File: config.mk
export PLATFORM = sky130hd
export DESIGN_NAME = operand_fetch
export DESIGN_NICKNAME = d
export VERILOG_FILES = /design/src/rtl/mips_pkg.sv /design/src/rtl/regfile_2r1w.sv /design/src/rtl/operand_fetch.sv
export SDC_FILE = /design/constraint.sdc
export NUM_CORES = 2
export LEC_CHECK = 0
export CAP_MARGIN = 20
export CORE_MARGIN = 2
export CORE_UTILIZATION = 35
export CTS_BUF_LIST = sky130_fd_sc_hd__clkbuf_4
export DETAILED_ROUTE_END_ITERATION = 8
export SYNTH_ARGS = -nofsm -noshare
export SYNTH_HDL_FRONTEND = slang
export SYNTH_HIERARCHICAL = 1
export SYNTH_SLANG_ARGS = --single-unit
File: constraint.sdc
create_clock -name clk -period 4.2 [get_ports clk]
set_input_delay 0.84 -clock clk [delete_from_list [all_inputs] [get_ports clk]]
set_output_delay 0.84 -clock clk [all_outputs]
set_load 0.05 [all_outputs]
File: src/rtl/mips_pkg.sv
// Shared MIPS field-extract constants and the operand-set payload handed to the ALU.
package mips_pkg;

  localparam int unsigned DW         = 32;
  localparam int unsigned NREG       = 32;
  localparam int unsigned AW         = 5;
  localparam int unsigned CNTW       = 16;

  localparam int unsigned OPCODE_MSB = 31;
  localparam int unsigned OPCODE_LSB = 26;
  localparam int unsigned RS_MSB     = 25;
  localparam int unsigned RS_LSB     = 21;
  localparam int unsigned RT_MSB     = 20;
  localparam int unsigned RT_LSB     = 16;
  localparam int unsigned FUNCT_MSB  = 5;
  localparam int unsigned FUNCT_LSB  = 0;

  localparam logic [AW-1:0] REG_ZERO = 5'd0;

  typedef struct packed {
    logic [DW-1:0] instr;
    logic [DW-1:0] reg_a;
    logic [DW-1:0] reg_b;
  } operand_set_t;

  function automatic logic [AW-1:0] rs_of(input logic [DW-1:0] instr);
    return instr[RS_MSB:RS_LSB];
  endfunction

  function automatic logic [AW-1:0] rt_of(input logic [DW-1:0] instr);
    return instr[RT_MSB:RT_LSB];
  endfunction

endpackage

File: src/rtl/regfile_2r1w.sv
// Architectural register file: two combinational reads, one synchronous write, r0 reads zero.
module regfile_2r1w
  import mips_pkg::*;
#(
  parameter int unsigned NREG = mips_pkg::NREG,
  parameter int unsigned DW   = mips_pkg::DW,
  parameter int unsigned AW   = mips_pkg::AW
) (
  input  logic          clk,
  input  logic          rst,
  input  logic          we,
  input  logic [AW-1:0] waddr,
  input  logic [DW-1:0] wdata,
  input  logic [AW-1:0] raddr_a,
  output logic [DW-1:0] rdata_a,
  input  logic [AW-1:0] raddr_b,
  output logic [DW-1:0] rdata_b
);

  logic [DW-1:0] mem [NREG];

  always_ff @(posedge clk) begin
    if (rst) begin
      mem <= '{default: '0};
    end else if (we && (waddr != REG_ZERO)) begin
      mem[waddr] <= wdata;
    end
  end

  assign rdata_a = (raddr_a == REG_ZERO) ? '0 : mem[raddr_a];
  assign rdata_b = (raddr_b == REG_ZERO) ? '0 : mem[raddr_b];

endmodule

File: src/rtl/operand_fetch.sv
// Operand-fetch stage feeding the ALU through a one-entry valid/ready output register.
// OF_BYPASS_EN enables write-through bypass and refresh of held operands during a stall.
module operand_fetch
  import mips_pkg::*;
#(
  parameter int unsigned NREG = mips_pkg::NREG,
  parameter int unsigned DW   = mips_pkg::DW,
  parameter int unsigned CNTW = mips_pkg::CNTW
) (
  input  logic            clk,
  input  logic            rst,
  input  logic            in_valid,
  output logic            in_ready,
  input  logic [DW-1:0]   in_instr,
  input  logic            wb_en,
  input  logic [4:0]      wb_addr,
  input  logic [DW-1:0]   wb_data,
  output logic            out_valid,
  input  logic            out_ready,
  output logic [DW-1:0]   out_instr,
  output logic [DW-1:0]   out_regA,
  output logic [DW-1:0]   out_regB,
  output logic [CNTW-1:0] stall_cnt
);

  logic [4:0]      rs, rt;
  logic [DW-1:0]   rf_a, rf_b;
  logic [DW-1:0]   op_a, op_b;
  logic            accept, stalled;
  logic            refresh_a, refresh_b;

  operand_set_t    cur_set, nxt_set;
  logic            nxt_valid;
  logic [CNTW-1:0] nxt_cnt;

  assign rs       = rs_of(in_instr);
  assign rt       = rt_of(in_instr);
  assign in_ready = !out_valid || out_ready;
  assign accept   = in_valid && in_ready;
  assign stalled  = out_valid && !out_ready;

  regfile_2r1w #(.NREG(NREG), .DW(DW), .AW(5)) u_regfile (
    .clk     (clk),
    .rst     (rst),
    .we      (wb_en),
    .waddr   (wb_addr),
    .wdata   (wb_data),
    .raddr_a (rs),
    .rdata_a (rf_a),
    .raddr_b (rt),
    .rdata_b (rf_b)
  );

`ifdef OF_BYPASS_EN
  logic [4:0] held_rs, held_rt;
  assign held_rs = rs_of(cur_set.instr);
  assign held_rt = rt_of(cur_set.instr);
`endif

  // Operand selection and refresh qualification
  always_comb begin
    op_a      = rf_a;
    op_b      = rf_b;
    refresh_a = 1'b0;
    refresh_b = 1'b0;
`ifdef OF_BYPASS_EN
    if (wb_en && (wb_addr == rs) && (rs != REG_ZERO)) op_a = wb_data;
    if (wb_en && (wb_addr == rt) && (rt != REG_ZERO)) op_b = wb_data;
    refresh_a = stalled && wb_en && (wb_addr == held_rs) && (held_rs != REG_ZERO);
    refresh_b = stalled && wb_en && (wb_addr == held_rt) && (held_rt != REG_ZERO);
`endif
  end

  // Next output-register contents and stall count
  always_comb begin
    nxt_set   = cur_set;
    nxt_valid = out_valid;
    nxt_cnt   = stall_cnt;
    if (accept) begin
      nxt_set.instr = in_instr;
      nxt_set.reg_a = op_a;
      nxt_set.reg_b = op_b;
      nxt_valid     = 1'b1;
    end else if (out_ready) begin
      nxt_valid = 1'b0;
    end else begin
      if (refresh_a) nxt_set.reg_a = wb_data;
      if (refresh_b) nxt_set.reg_b = wb_data;
    end
    if (stalled && (stall_cnt != '1)) nxt_cnt = stall_cnt + CNTW'(1);
  end

  always_ff @(posedge clk) begin
    if (rst) begin
      cur_set   <= '0;
      out_valid <= 1'b0;
      stall_cnt <= '0;
    end else begin
      cur_set   <= nxt_set;
      out_valid <= nxt_valid;
      stall_cnt <= nxt_cnt;
    end
  end

  assign out_instr = cur_set.instr;
  assign out_regA  = cur_set.reg_a;
  assign out_regB  = cur_set.reg_b;

endmodule

# ---- After elaboration in Yosys (flattened, before gate mapping)
# Index checks and enable logic that the tools add are counted.
dict set report classes {
  addsub 1
  magnitude_cmp 4
  eq_ne 1
  mux 13
  bitwise 3
  n_reduce_logical 12
}
# operator n
set op_table {}
lappend op_table {{bitwise mux 1024 bit} 1}
lappend op_table {{binary-select mux 32 bit (select 5 bit)} 2}
lappend op_table {{two-way mux 32 bit} 7}
lappend op_table {{demux 32 bit (select 5 bit)} 1}
lappend op_table {{>= comparator 6 bit (second input constant)} 3}
lappend op_table {{inverter 5 -> 6 bit} 3}
lappend op_table {{adder 16 x 1 -> 16 bit (second input constant)} 1}
lappend op_table {{inequality test 16 bit (second input constant)} 1}
lappend op_table {{logical NOT 5 bit} 2}
lappend op_table {{< comparator 6 x 1 -> 1 bit (second input constant)} 1}
lappend op_table {{logical AND 1 bit} 5}
lappend op_table {{nonzero test 5 bit} 1}
lappend op_table {{logical NOT 1 bit} 2}
lappend op_table {{two-way mux 1 bit} 2}
lappend op_table {{nonzero test 2 bit} 1}
lappend op_table {{logical OR 1 bit} 1}
dict set report word_totals {
  reg_bits 1137
  inputBits 74
  output_inout_bits 114
  elab_cells 71
}

# ---- Longest topological paths before layout
dict set report logic_depth {
  ltp_word 6
  depth_mapped 11
  ltp_nobuf 6
}

# ---- Cells and area by module
# Netlist, hierarchy kept.
# module n_inst cells_each area_each_um2 seq_area_each_um2
set by_module_without_submodules {}
lappend by_module_without_submodules {regfile_2r1w 1 5984 52072.4 20499.7}
lappend by_module_without_submodules {operand_fetch 1 515 4166.5 2262.2}

# ---- Worst setup path after synthesis
# No wires, ideal clock.
dict set report synth_path {
  path_type {input to register}
  from {in in_instr[21]}
  to {reg cur_set, in the netlist out_regA[31]}
  setup_ps 137
  arrival_time_ps 2453
  t_required_ps 4063
  setup_slack_ps 1611
  path_stages 8
  n_path_buf 3
  cell_sequence {buf_6 > buf_6 > buf_2 > mux4_2 > a2111oi_2 > nor3_1 > nand2_1 > a21oi_1}
}
dict set report synth_between {
  elab_chain_cells 5
  word_cells_on_any_way 6
  cone_classes {mux: 4; bitwise: 1; reduce/logical: 1}
}
# element line_no
set synth_rtl {}
lappend synth_rtl {{from (decl)} operand_fetch.sv:14} ;# input logic [DW-1:0] in_instr,
lappend synth_rtl {{inverter 5 -> 6 bit (not written as such)} regfile_2r1w.sv:30} ;# assign rdata_a = (raddr_a == REG_ZERO) ? '0 : mem[raddr_a];
lappend synth_rtl {{binary-select mux 32 bit (select 5 bit)} regfile_2r1w.sv:30}
lappend synth_rtl {{two-way mux 32 bit (not written as such) (2 in series)} regfile_2r1w.sv:30}
lappend synth_rtl {{two-way mux 32 bit *} regfile_2r1w.sv:30}
lappend synth_rtl {{named net op_a[31]} operand_fetch.sv:28} ;# logic [DW-1:0] op_a, op_b;
lappend synth_rtl {{to (signal assigned)} operand_fetch.sv:99} ;# cur_set <= nxt_set;
lappend synth_rtl {{to (decl)} operand_fetch.sv:32} ;# operand_set_t cur_set, nxt_set;
# The timed path passes the listed nets; every way through them passes the cells marked *. The select of a mux whose other input is x is not followed.
# A chain may end at the register's enable or synchronous reset.

# ---- Final worst setup path
dict set report layout_path {
  from {reg cur_set, in the netlist out_regA[0]}
  to {out out_regA[0]}
}
# element line_no
set layout_rtl {}
lappend layout_rtl {{to (decl)} operand_fetch.sv:21} ;# output logic [DW-1:0] out_regA,
# No word-level cell between the ends.

==> implementation parameters <==
Parameter                              Value

Run status
  Result of the run    complete, no violations

Drt
  Routed vias/inst    5.970
  Number of antenna-violating nets in the routed design    0
  Routed wire per std cell    approximately 26 um
  Vias    53,240
  Drc violations    0
  Pre-antenna DRT Iters    5
  Violation count after the first detailed-routing iteration    roughly 7,000
  Wirelength, routed    235,500 um

STA
  Setup violations, final    0
  Final hold slack    0.1347 ns
  Actual transition at the worst max-transition pin    1.157 ns
  Accumulated negative setup slack    0 ns
  Final Max Slew Viols    0
  Hold violation total from the final report    0
  Peak clock frequency supported by timing    277.4 MHz
  Crit path time final    3.605 ns
  Final Cycle Share    85.82%
  Max_slew headroom    22.54%
  Worst clock skew on the final layout    between 0.07 and 0.08 ns
  Setup repair after global routing missed its margin    false

Yosys
  Syn Nets    between 6,000 and 7,000
  Mapped Area    around 56,000 um2
  Fraction of synthesis flops using an asynchronous set or reset pin    0%
  Sequential area share after synthesis    40.47%
  Dominant register cell in the synthesized netlist    sky130_fd_sc_hd__dfxtp_1
  Number of distinct standard cells referenced by the synthesized netlist    ~60
  Count of mapped cells out of synthesis    6,499
  Biggest area contributors in the synthesized netlist    sky130_fd_sc_hd__dfxtp_1, sky130_fd_sc_hd__nand2_1, sky130_fd_sc_hd__mux4_2, sky130_fd_sc_hd__a21oi_1, sky130_fd_sc_hd__mux2i_1
  Post-synth top area share    40.47%
  Avg Cell Area, Syn    roughly 8.7 um2
  EDFF count, synth    0
  Synth Warn #    6
  Post-synthesis register bit count    1,137
  Area leader, netlist    sky130_fd_sc_hd__dfxtp_1

Finish
  Area Growth Syn to Fin    14.98%
  Footprint of the flip-flops and latches    22,760 um2
  Finished Cell Area    64,660 um2
  Layout Nets    approximately 6,700
  Commonest non-fill, non-tap cell in the layout    sky130_fd_sc_hd__nand2_1
  Area used by multi-input combinational logic    30,610 um2
  Final-layout fill cell count    about 16,000
  Layout cells sized above 1    18.53%
  Top library cells by usage in the layout, fill and taps aside    sky130_fd_sc_hd__nand2_1, sky130_fd_sc_hd__dfxtp_1, sky130_fd_sc_hd__a21oi_1

Setup path
  Signal arrival time at the worst endpoint    2.76 ns
  Gate family responsible for the most delay along the worst path    buffers and inverters
  Cells on worst reg2reg path    6
  Kind of start point of the critical path    flip-flop
  Worst EP required    ~3.4 ns
  Classification of the worst setup path    reg -> out
  List of cells traversed by the critical path    clkdlybuf4s50_1
  FF-to-FF End    out_regB[29]
  Worst-path maximum fanout    2
  Longest individual stage delay on the worst path    0.89 ns
  FF-to-FF setup slack    1.68 ns
  Crit path buf inv count    1
  Slowest-stage cell, CP    sky130_fd_sc_hd__clkdlybuf4s50_1
  FF-to-FF Start    u_regfile/mem[61]
  Critical path endpoint category    primary output

Pwr
  Leak    21.77 nW
  Maximum resistive drop on vdd    275.2 uV
  Pwr dens    362.4 nW/um2

Place
  Post-DP HPWL    147,300 um
  Port buffer count    187
  RD Place Congestion    0.9253
  Post-Place Cell Area    60,880 um2

Clock network
  Max Buffers Root-to-Sink    4
  Clock tree root driver cell    sky130_fd_sc_hd__clkbuf_4
  Hold buffer count at CTS    4
  CTS clk-pin slew, worst paths    0.06 ns
  TritonCTS Buffers    320
  Num Clock Sinks    1,137
  Post-cts sizing count    0
  Clock tree from TritonCTS    yes
  Postcts setup bufs    0
  Insertion delay of the later-clocked pin in the worst-skew pair    about 1.3 ns
  H-tree levels    5

GRT
  Total global routing track utilization    27.97%
  Number of global-route vias before repair    50,880
  Number of antenna violations at the first check in global routing    14
  Total global routing overflow    0
  Global-route wire length before repair    approximately 340,000 um
  Maximum number of pins on one net before global-route repair    128

Hold path
  Startpoint of the tightest hold check path    in_instr[4]
  Hold Path End    out_instr[4]
  Min-delay worst type    in -> reg
  Worst Hold Depth    3

Floorplan
  Number of placement rows    ~150
  Vertical extent of the die    about 400 um
  Initial core utilization    between 30% and 40%
  Standard cell core area    160,000 um2
  Overall die area    163,900 um2
  Total I/O pin count    188
  Die extent in x    404.9 um

Flow run
  Number of violations of the max-capacitance limit    0
cell families (layout without fill, tap and decap cells):
kind of cell / count (synthesis) / after routing / synth area share, %
fa+ha+maj: 1 / 1 / 0.02224
buf+inv: 668 / 995 / 5.578
compound gates: 1493 / 1493 / 15.26
flops: 1137 / 1137 / 40.47
xor+xnor: 1 / 1 / 0.01558
simple gates: 2480 / 2480 / 17.68
other cells: 0 / 5 / 0
mux: 719 / 719 / 20.97
layer usage:
metal	share of wire (%)	track usage [%]	up-vias	wire [um]
met1	38	36.66	25760	89300
met2	43	42.05	3641	102300
met4	5.2	13.98	16	12280
met3	13	7.919	741	31530
met5	0.044	0	-	103
li1	-	-	23080	-
through the flow:
stage | setup WS (ns) | total power [mW] | cells | utilization (%)
after detailed placement | 0.005780 | 13.66 | 8400 | 38.04
final | 0.5954 | 23.43 | 8917 | 40.41
after global placement | 0.04271 | 13.63 | 8397 | 38.03
after CTS | 0.5068 | 23.46 | 8910 | 40.39
after global routing | 0.5212 | 24.23 | 8915 | 40.41
after floorplan | 1.611 | 12.66 | 6499 | -
report_power, final:
| group | internal (mW) | total [mW] | switching, mW |
|---|---|---|---|
| combinational | 0.776 | 2.50 | 1.73 |
| sequential | 10.9 | 11.0 | 0.0991 |
| clock | 5.14 | 9.93 | 4.80 |
| total | 16.8 | 23.4 | 6.62 |
tightest hold or removal path: stages:
cell and delay, ns:
sky130_fd_sc_hd__clkdlybuf4s50_1 0.40, sky130_fd_sc_hd__nand2_1 0.06, sky130_fd_sc_hd__a21oi_1 0.05
cell type report:
class / instances / area share, %
Tap cell: 2086 / 4.036
Clock inverter: 46 / 0.4025
Sequential cell: 1137 / 35.20
Antenna cell: 5 / 0.01935
Timing Repair Buffer: 486 / 7.647
Inverter: 3 / 0.01742
Multi-Input combinational cell: 4694 / 47.33
Clock buffer: 460 / 5.341
synthesized netlist by cell type (all sizes together) (3+ instances only):
cell type / number
a211oi: 58
o21ai: 8
nor3: 45
nor2: 30
mux2i: 330
a22oi: 100
and4b: 4
buf: 224
o32ai: 3
mux2: 26
a2111oi: 30
or2: 5
or3: 9
mux4: 363
o31ai: 5
or4: 5
nand4b: 3
clkbuf: 441
inv: 3
a31oi: 16
nand2: 2225
nand4: 7
nor4: 18
and3: 4
dfxtp: 1137
nand3: 14
a22o: 55
o221ai: 26
a21oi: 1140
and4bb: 4
nor2b: 74
a311oi: 6
nand2b: 3
nand3b: 4
and2: 15
o22ai: 45
worst max-delay path by stage:
stage	startpoint	endpoint	slack, ns	cells past startpoint
floorplan	in_instr[21]	out_regA[31]	1.61	8
global placement	in_instr[24]	out_regA[11]	0.04	8
detailed placement	in_instr[24]	out_regA[11]	0.006	8
CTS	out_valid	in_ready	0.51	3
global route	out_valid	in_ready	0.52	3
finish	out_regA[0]	out_regA[0]	0.60	1
state kept, by name, summed over array words and instances (netlist names):
name	cells
stall_cnt	16
out_valid	1
out_regB	32
out_instr	32
u_regfile/mem	1024
out_regA	32
Note: power is estimated with default switching activity, not from simulation.
